[src/rtl/spoc_postproc_pkg.sv]
// spoc_postproc_pkg -- shared constants for the SPoC output post-processor.
//
// Holds the FSM state encodings, LWC segment header type codes, status
// words, tag geometry and a helper that builds a segment header word.
// Imported by spoc_postproc.

package spoc_postproc_pkg;

  // FSM state encodings (plain constants so the state register stays a
  // simple logic vector).
  localparam logic [2:0] ST_IDLE      = 3'd0;
  localparam logic [2:0] ST_MSG_HDR   = 3'd1;
  localparam logic [2:0] ST_MSG_DATA  = 3'd2;
  localparam logic [2:0] ST_TAG_HDR   = 3'd3;
  localparam logic [2:0] ST_TAG_DATA  = 3'd4;
  localparam logic [2:0] ST_WAIT_AUTH = 3'd5;
  localparam logic [2:0] ST_STATUS    = 3'd6;

  // Segment header type codes.
  localparam logic [3:0] HDR_MSG = 4'b0100;
  localparam logic [3:0] HDR_TAG = 4'b1000;

  // Status words: success covers encryption and a matching tag.
  localparam logic [31:0] STATUS_SUCCESS = 32'hE000_0000;
  localparam logic [31:0] STATUS_FAILURE = 32'hF000_0000;

  // Tag geometry.
  localparam int          TAG_WORDS = 2;
  localparam logic [15:0] TAG_BYTES = 16'd8;

  // Segment header: {type, 2'b00, eot=1, last, 8'h00, len}.
  function automatic logic [31:0] seg_hdr(input logic [3:0]  seg_type,
                                          input logic        last,
                                          input logic [15:0] len);
    return {seg_type, 1'b0, 1'b0, 1'b1, last, 8'h00, len};
  endfunction

endpackage

[src/rtl/spoc_pp_bytemask.sv]
// spoc_pp_bytemask -- combinational byte masking and valid-byte count for a
// big-endian 32-bit cipher output word.
//
// Ports:
//   data        in  32  cipher output word, byte 3 = data[31:24]
//   valid_bytes in  4   per-byte valid flags, bit i qualifies data[8i+7:8i]
//   data_out    out 32  word with invalid bytes zeroed (masking build) or
//                       data unchanged (default build)
//   byte_count  out 3   number of set bits in valid_bytes
//
// Configuration: define SPOC_POSTPROC_MASK_EN to zero invalid bytes.

module spoc_pp_bytemask (
  input  logic [31:0] data,
  input  logic [3:0]  valid_bytes,
  output logic [31:0] data_out,
  output logic [2:0]  byte_count
);

  always_comb begin
    byte_count = '0;
    for (int i = 0; i < 4; i++) begin
      byte_count = byte_count + {2'b00, valid_bytes[i]};
    end
  end

`ifdef SPOC_POSTPROC_MASK_EN
  always_comb begin
    data_out = '0;
    for (int i = 0; i < 4; i++) begin
      data_out[8*i +: 8] = valid_bytes[i] ? data[8*i +: 8] : 8'h00;
    end
  end
`else
  assign data_out = data;
`endif

endmodule

[src/rtl/spoc_postproc.sv]
// spoc_postproc -- SPoC cipher output post-processor. Wraps the raw cipher
// word stream into LWC output segments: optional MSG header + data, then
// either TAG header + tag words (encrypt) or a tag-compare wait (decrypt),
// and finally a status word flagged with do_last.
//
// Ports:
//   clk, rst                      clock, asynchronous active-low reset
//   op_valid/op_ready             operation descriptor handshake
//   op_decrypt, op_len[15:0]      1 = decrypt; message byte count
//   bdo[31:0], bdo_valid,
//   bdo_ready, bdo_valid_bytes[3:0]  cipher output words (big-endian bytes)
//   msg_auth, msg_auth_valid,
//   msg_auth_ready                tag-compare result
//   do_data[31:0], do_valid,
//   do_ready, do_last             LWC output stream
//
// Configuration: define SPOC_POSTPROC_MASK_EN to zero invalid message bytes.

module spoc_postproc
  import spoc_postproc_pkg::*;
(
  input  logic        clk,
  input  logic        rst,
  input  logic        op_valid,
  output logic        op_ready,
  input  logic        op_decrypt,
  input  logic [15:0] op_len,
  input  logic [31:0] bdo,
  input  logic        bdo_valid,
  output logic        bdo_ready,
  input  logic [3:0]  bdo_valid_bytes,
  input  logic        msg_auth,
  input  logic        msg_auth_valid,
  output logic        msg_auth_ready,
  output logic [31:0] do_data,
  output logic        do_valid,
  input  logic        do_ready,
  output logic        do_last
);

  logic [2:0]  state, state_nxt;
  logic [16:0] rem_bytes;
  logic [16:0] rem_after;
  logic [1:0]  tag_cnt;
  logic        decrypt_q;
  logic        auth_q;
  logic [31:0] bdo_masked;
  logic [2:0]  bdo_bytes;
  logic        word_xfer;
  logic [2:0]  post_msg_state;

  spoc_pp_bytemask u_bytemask (
    .data        (bdo),
    .valid_bytes (bdo_valid_bytes),
    .data_out    (bdo_masked),
    .byte_count  (bdo_bytes)
  );

  // A word moves only when both sides are ready; bdo_ready mirrors do_ready
  // in the data states so no word is taken without being delivered.
  assign word_xfer = bdo_valid & do_ready;

  // Saturating decrement: an over-full final word must not wrap the counter.
  assign rem_after = (rem_bytes > {14'd0, bdo_bytes})
                   ? rem_bytes - {14'd0, bdo_bytes} : '0;

  assign post_msg_state = decrypt_q ? ST_WAIT_AUTH : ST_TAG_HDR;

  // NOTE: every output and next-state signal gets a default before the case
  // so the combinational block never infers a latch.
  always_comb begin
    state_nxt      = state;
    op_ready       = 1'b0;
    bdo_ready      = 1'b0;
    msg_auth_ready = 1'b0;
    do_valid       = 1'b0;
    do_last        = 1'b0;
    do_data        = '0;
    case (state)
      ST_IDLE: begin
        // Gated with rst so nothing is advertised while reset is held.
        op_ready = rst;
        if (op_valid) begin
          if (op_len != 16'd0) state_nxt = ST_MSG_HDR;
          else if (op_decrypt) state_nxt = ST_WAIT_AUTH;
          else                 state_nxt = ST_TAG_HDR;
        end
      end
      ST_MSG_HDR: begin
        do_valid = 1'b1;
        // rem_bytes still holds op_len here; no word has been counted yet.
        do_data  = seg_hdr(HDR_MSG, decrypt_q, rem_bytes[15:0]);
        if (do_ready) state_nxt = ST_MSG_DATA;
      end
      ST_MSG_DATA: begin
        bdo_ready = do_ready;
        do_valid  = bdo_valid;
        do_data   = bdo_masked;
        if (word_xfer && rem_after == '0) state_nxt = post_msg_state;
      end
      ST_TAG_HDR: begin
        do_valid = 1'b1;
        do_data  = seg_hdr(HDR_TAG, 1'b1, TAG_BYTES);
        if (do_ready) state_nxt = ST_TAG_DATA;
      end
      ST_TAG_DATA: begin
        bdo_ready = do_ready;
        do_valid  = bdo_valid;
        do_data   = bdo;
        if (word_xfer && tag_cnt == 2'(TAG_WORDS - 1)) state_nxt = ST_STATUS;
      end
      ST_WAIT_AUTH: begin
        msg_auth_ready = 1'b1;
        if (msg_auth_valid) state_nxt = ST_STATUS;
      end
      ST_STATUS: begin
        do_valid = 1'b1;
        do_last  = 1'b1;
        do_data  = (decrypt_q && !auth_q) ? STATUS_FAILURE : STATUS_SUCCESS;
        if (do_ready) state_nxt = ST_IDLE;
      end
      default: state_nxt = ST_IDLE;
    endcase
  end

  // NOTE: sequential state uses non-blocking assignments so every register
  // samples the pre-edge values regardless of statement order.
  always_ff @(posedge clk or negedge rst) begin
    if (!rst) begin
      state     <= ST_IDLE;
      rem_bytes <= '0;
      tag_cnt   <= '0;
      decrypt_q <= 1'b0;
      auth_q    <= 1'b0;
    end else begin
      state <= state_nxt;
      case (state)
        ST_IDLE: begin
          if (op_valid) begin
            decrypt_q <= op_decrypt;
            auth_q    <= 1'b0;
            rem_bytes <= {1'b0, op_len};
          end
        end
        ST_MSG_DATA: if (word_xfer) rem_bytes <= rem_after;
        ST_TAG_HDR:  tag_cnt <= '0;
        ST_TAG_DATA: if (word_xfer) tag_cnt <= tag_cnt + 2'd1;
        ST_WAIT_AUTH: if (msg_auth_valid) auth_q <= msg_auth;
        default: ;
      endcase
    end
  end

endmodule
[config.mk]
export PLATFORM = sky130hd
export DESIGN_NAME = spoc_postproc
export DESIGN_NICKNAME = d
export VERILOG_FILES = /design/src/rtl/spoc_postproc_pkg.sv /design/src/rtl/spoc_pp_bytemask.sv /design/src/rtl/spoc_postproc.sv
export SDC_FILE = /design/constraint.sdc
export NUM_CORES = 1
export LEC_CHECK = 0
export ABC_CLOCK_PERIOD_IN_PS = 2480
export BUFFER_PORTS_ARGS = -buffer_cell sky130_fd_sc_hd__buf_2
export CAP_MARGIN = 20
export CORE_UTILIZATION = 30
export CTS_CLUSTER_DIAMETER = 50
export DETAILED_ROUTE_END_ITERATION = 12
export PLACE_DENSITY = 0.64
export SYNTH_ARGS = -nofsm -noshare
export SYNTH_HDL_FRONTEND = slang
export SYNTH_SLANG_ARGS = --single-unit
[constraint.sdc]
create_clock -name clk -period 2.48 [get_ports clk]
set_input_delay 0.124 -clock clk [delete_from_list [all_inputs] [get_ports clk]]
set_output_delay 0.124 -clock clk [all_outputs]
set_load 0.01 [all_outputs]
=== Word level (Yosys, flattened, before mapping) ===
Cells that the tools add are included.
W data, S select, Z words.

* Bits in registers: 24
* Bits in latches: 0
* Bits in writable memories: 0
* Memory bits (read-only): 0
* Input bits: 60
* Output and inout port bits: 37
* Word-level logic and storage cells: 72
* Memories kept: 0

* $add $sub $neg: 5
* $mul: 0
* Div/mod/pow operators: 0
* Order comparisons: 1
* Equal/unequal tests: 16
* Shifts and indexed selects: 0
* Multiplexer cells: 27
* Bitwise logic cells: 1
* Reduce and logical (&&, ||, !) cells: 17

{| class="wikitable"
|+ Operator list
! kind !! count
|-
| $pmux W32 S4 || 1
|-
| $mux W17 || 3
|-
| $pmux W17 S2 || 1
|-
| $mux W3 || 10
|-
| $mux W29 || 1
|-
| $pmux W3 S7 || 1
|-
| $ne A2 B2 Y1 const B || 9
|-
| $gt A17 B3 Y1 || 1
|-
| $logic_not A17 Y1 || 1
|-
| $sub A17 B3 Y17 || 1
|-
| $reduce_bool A16 Y1 || 1
|-
| $eq A3 B3 Y1 const B || 3
|-
| $reduce_and A7 Y1 || 1
|-
| $add A3 B1 Y3 || 2
|-
| $eq A3 B2 Y1 const B || 2
|-
| $mux W1 || 6
|-
| $reduce_and A3 Y1 || 2
|-
| $reduce_bool A2 Y1 || 3
|-
| $pmux W1 S2 || 2
|-
| $pmux W2 S2 || 1
|-
| $reduce_and A2 Y1 || 2
|-
| $eq A3 B1 Y1 const B || 1
|-
| $logic_and A1 B1 Y1 || 3
|-
| $logic_not A3 Y1 || 1
|-
| other kinds (8) || 8
|}

=== Longest topological paths before layout ===
* Depth after elaboration: 9
* Gate-level depth with buffers: 15
* Gate-level depth less buffers: 14

=== By module ===
From an unflattened synthesis, not the netlist that was laid out.

* Cell total of the unflattened synthesis: 381
* Area, all modules: 2827.7 um2

{| class="wikitable"
|+ By module, submodules not included
! module !! instances !! cells an instance !! area an instance (um2) !! seq. area each (um2)
|-
| spoc_postproc || 1 || 341 || 2523.7 || 600.6
|-
| spoc_pp_bytemask || 1 || 40 || 304.0 || 0.0
|}

=== Worst setup path before layout ===
OpenSTA, ideal clock, no wires.

* Path type: input -> register
* Start point: input port bdo_valid_bytes[0]
* End point: register state[0]
* Library setup time: 0.121 ns
* Data arrival time: 2.724 ns
* Data required time: 2.359 ns
* Setup slack: -0.365 ns
* Cell stages on the path: 14
* Path buffers: 0
* Cells stage by stage: ha_1 -> inv_1 -> fa_1 -> inv_1 -> ha_1 -> inv_1 -> ha_1 -> nor2b_1 -> or4_1 -> nor4_1 -> nor2_1 -> a31oi_1 -> o21ai_0 -> a22o_1

* Longest elaborated chain between the ends: 9
* Elaborated cells between the ends (all ways): 10
* Classes of those cells: 4 x add/sub; 1 x order compare; 1 x eq/ne; 1 x mux; 3 x reduce/logical

{| class="wikitable"
|+ Ends and longest elaborated chain
! what !! line !! source
|-
| start, declared || spoc_postproc.sv:31 || <nowiki>input logic [3:0] bdo_valid_bytes,</nowiki>
|-
| $add A1 B1 Y2 (*) || spoc_pp_bytemask.sv:23 || <nowiki>byte_count = byte_count + {2'b00, valid_bytes[i]};</nowiki>
|-
| $add A3 B1 Y3 (*) (2 in a row) || spoc_pp_bytemask.sv:23 ||
|-
| $sub A17 B3 Y17 or $gt A17 B3 Y1 (tied branches) || spoc_postproc.sv:65, spoc_postproc.sv:64 ||
|-
| $mux W17 (*) || spoc_postproc.sv:65 || <nowiki>? rem_bytes - {14'd0, bdo_bytes} : '0;</nowiki>
|-
| $logic_not A17 Y1 (*) || spoc_postproc.sv:99 || <nowiki>if (word_xfer && rem_after == '0) state_nxt = post_msg_state;</nowiki>
|-
| $logic_and A1 B1 Y1 (*) || spoc_postproc.sv:99 ||
|-
| $ne A2 B2 Y1 (no source line) (*) || - ||
|-
| $reduce_and A7 Y1 (no source line) (*) || - ||
|-
| end signal, assigned || spoc_postproc.sv:136 || <nowiki>state <= state_nxt;</nowiki>
|-
| end, declared || spoc_postproc.sv:41 || <nowiki>logic [2:0] state, state_nxt;</nowiki>
|}

Mark *: on every way between the ends. The rest lies on a longest branch, timed or not.
A chain may end at the register's enable or synchronous reset.

=== Final worst setup path ===
* Start point: input port bdo_valid_bytes[1]
* End point: register state[1]

Same word-level chain as after synthesis.

==> impl_metrics.json <==
{
  "met2_usage_pct": 33.5,
  "clock_latency_ps": 280,
  "die_y_um": 87.8,
  "drcViolationCount": 0,
  "cp_max_fo": 5,
  "status": "complete, but fails checks",
  "fin_cells": 514,
  "fin_total_pwr_w": 0.00406,
  "die_area_um2": 7710,
  "regToRegStartpoint": "rem_bytes[12]",
  "grt_antenna_before_repair": 0,
  "first_iter_violations": 112,
  "drive_gt1_share_pct": 44.5,
  "synthDominantCellAreaShare_pct": 27.2,
  "grt_pass1_wl_um": 11900,
  "relSlewSlack_pct": 58.0,
  "crit_start": "bdo_valid_bytes[1]",
  "start_util_pct": 31.8,
  "setup_ws_ps": -75.7,
  "critPathLaunchType": "primary input",
  "grtUsageMet3_pct": 3.77,
  "grt.overflow.total": 0,
  "syn_nets": 361,
  "antenna_left": 0,
  "regToRegEndpoint": "state[1]",
  "maxCapViolations": 0,
  "leakage_nw": 1.52,
  "hold_path.class": "primary input to register",
  "synth.largest_area_cell": "dfrtp_1",
  "slew_violations": 0,
  "r2r_slack_ps": 50,
  "ys.flop_type": "dfrtp_1",
  "first_pass_iters": 4,
  "crit_type": "primary input to register",
  "place.gp.congestion": 0.907,
  "synth_edf_count": 0,
  "cts_tree": "yes",
  "setup-tns-final_ps": -149,
  "tightest_slew_ps": 628,
  "max-vdd-ir-drop_uv": 423,
  "via_count": 2739,
  "dp_slack_ps": -378,
  "io_buffers": 96,
  "viasPerCell": 5.33,
  "cpMaxStageDelayCell": "or4_4",
  "rows": 30,
  "synthArstFlopShare_pct": 100,
  "synthTopCellsByArea": "dfrtp_1, a22o_1, a21oi_1, nor2_1, o21ai_0",
  "syn_avg_cell_area_um2": 7.54,
  "cts.clk_slew.worst_paths_ps": 90,
  "cts_buffers": 3,
  "arrival_ps": 2720,
  "cts_buffer_depth": 2,
  "violations": "setup timing",
  "synth_warnings": 0,
  "grt_usage_pct": 20.0,
  "hp-start": "op_decrypt",
  "reg2regPathDepth": 8,
  "clock-root-buffer": "clkbuf_8",
  "hpwl_um": 5840,
  "ys_ff_latch": 24,
  "skew_ps": 5.10,
  "rsz0062_at_grt": "true",
  "antenna_cells": 0,
  "cts.sinks": 24,
  "core_um2": 6940,
  "dp_cells": 504,
  "yosysUniqueCellTypes": 50,
  "layout.cells.most_common": "buf_2",
  "syn_to_final_growth_pct": 51.3,
  "period_share_pct": 103,
  "hold_slack_ps": 121,
  "wl_per_cell_um": 15.3,
  "multi_input_area_um2": 1680,
  "n_fill_cell": 688,
  "power_density_nw_per_um2": 1210,
  "synthCells": 293,
  "io_pins": 97,
  "finalWirelength_um": 7880,
  "grt_busiest_layer": "met2",
  "syn_area_um2": 2210,
  "hold_violations": 0,
  "nNetsFinal": 488,
  "endpoint": "state[1]",
  "h-tree-depth": 1,
  "cp_cell_sequence": "buf_6, ha_4, inv_2, fa_2, inv_2, ha_4, inv_2, ha_4, nor2b_4, or4_4, o31a_1, nor2_2, a31oi_1, o21ai_1, o21ai_1",
  "fp.dieW_um": 87.8,
  "setup_viol": 3,
  "max_freq_ghz": 0.391,
  "end_kind": "register",
  "final_cell_mix": "buf_2, buf_4, dfrtp_1",
  "fin_crit_ps": 2560,
  "critPathRequiredTime_ps": 2650,
  "critical_path.max_stage_delay_ps": 460,
  "met1_usage_pct": 26.0,
  "grt_pass1_vias": 2540,
  "regArea_um2": 601,
  "yosysSeqAreaShare_pct": 27.2,
  "grt_max_degree": 26
}
==> state kept, by name, indices dropped and copies added, names as in the netlist <==
signal	flops
auth_q	1
decrypt_q	1
rem_bytes	17
state	3
tag_cnt	2
==> worst min-delay path by stage <==
stage	to	cells after the start
global placement	decrypt_q	1
global route	decrypt_q	2
CTS	decrypt_q	2
detailed placement	decrypt_q	1
finish	decrypt_q	2
floorplan	auth_q	0
==> through the flow <==
step	area, um^2	utilization [%]
after global routing	3340	48.1
after global placement	3100	44.6
after CTS	3230	46.5
after detailed placement	3100	44.6
after floorplan	2300	-
final	3340	48.1
==> per-layer routing <==
metal | wire [um] | part of all wire, % | vias up
met2 | 3790 | 48 | 106
li1 | - | - | 1344
met5 | 0 | 0 | -
met1 | 3470 | 44 | 1280
met3 | 524 | 6.7 | 9
met4 | 96 | 1.2 | 0
==> area by class of cell <==
type,count,area share (%)
inverters,20,2.32
well taps,96,3.60
flip-flops and latches,24,18.0
repair buffers,137,24.5
clock buffers,3,1.24
multi-input cells,234,50.4
==> synth_stat cells, types with 5 or more instances <==
master and n:
a211oi_1 6, a21oi_1 24, a22o_1 19, and2_1 14
clkbuf_1 14, dfrtp_1 24, ha_1 6, inv_1 20
nand2_1 20, nand2b_1 5, nor2_1 28, nor2b_1 5
nor3_1 17, nor4_1 9, o21ai_0 21, o21ai_1 7
==> cell families after synthesis <==
group	share of synthesized area, %
DFF	27.2
xor gates and xnor gates	1.59
AOI/OAI and AO/OA	32.4
buffers and inverters	6.46
adders and majority gates	5.21
and+or+nand+nor	27.1
==> power by group <==
| part | internal, W | switching (W) |
|---|---|---|
| registers | 0.000555 | 0.000207 |
| logic | 0.00139 | 0.00167 |
| clock network | 0.000109 | 0.000136 |
==> what timing repair did <==
action	in CTS	in global routing
hold buffers	1	0
pin swaps	7	18
gates cloned	1	0
endpoints found under the setup margin	5	15
resized for setup	10	26
hold endpoints to repair	24	0
setup buffers	4	1
==> worst max-delay path: cells and delay by family <==
family                   cells  cell delay [ps]
adder cells (fa/ha/maj)      4              960
AND/OR/NAND/NOR              3              710
AO/OA/AOI/OAI                4              690
buffers and inverters        4              230
Power figures use the tool's default switching activity.
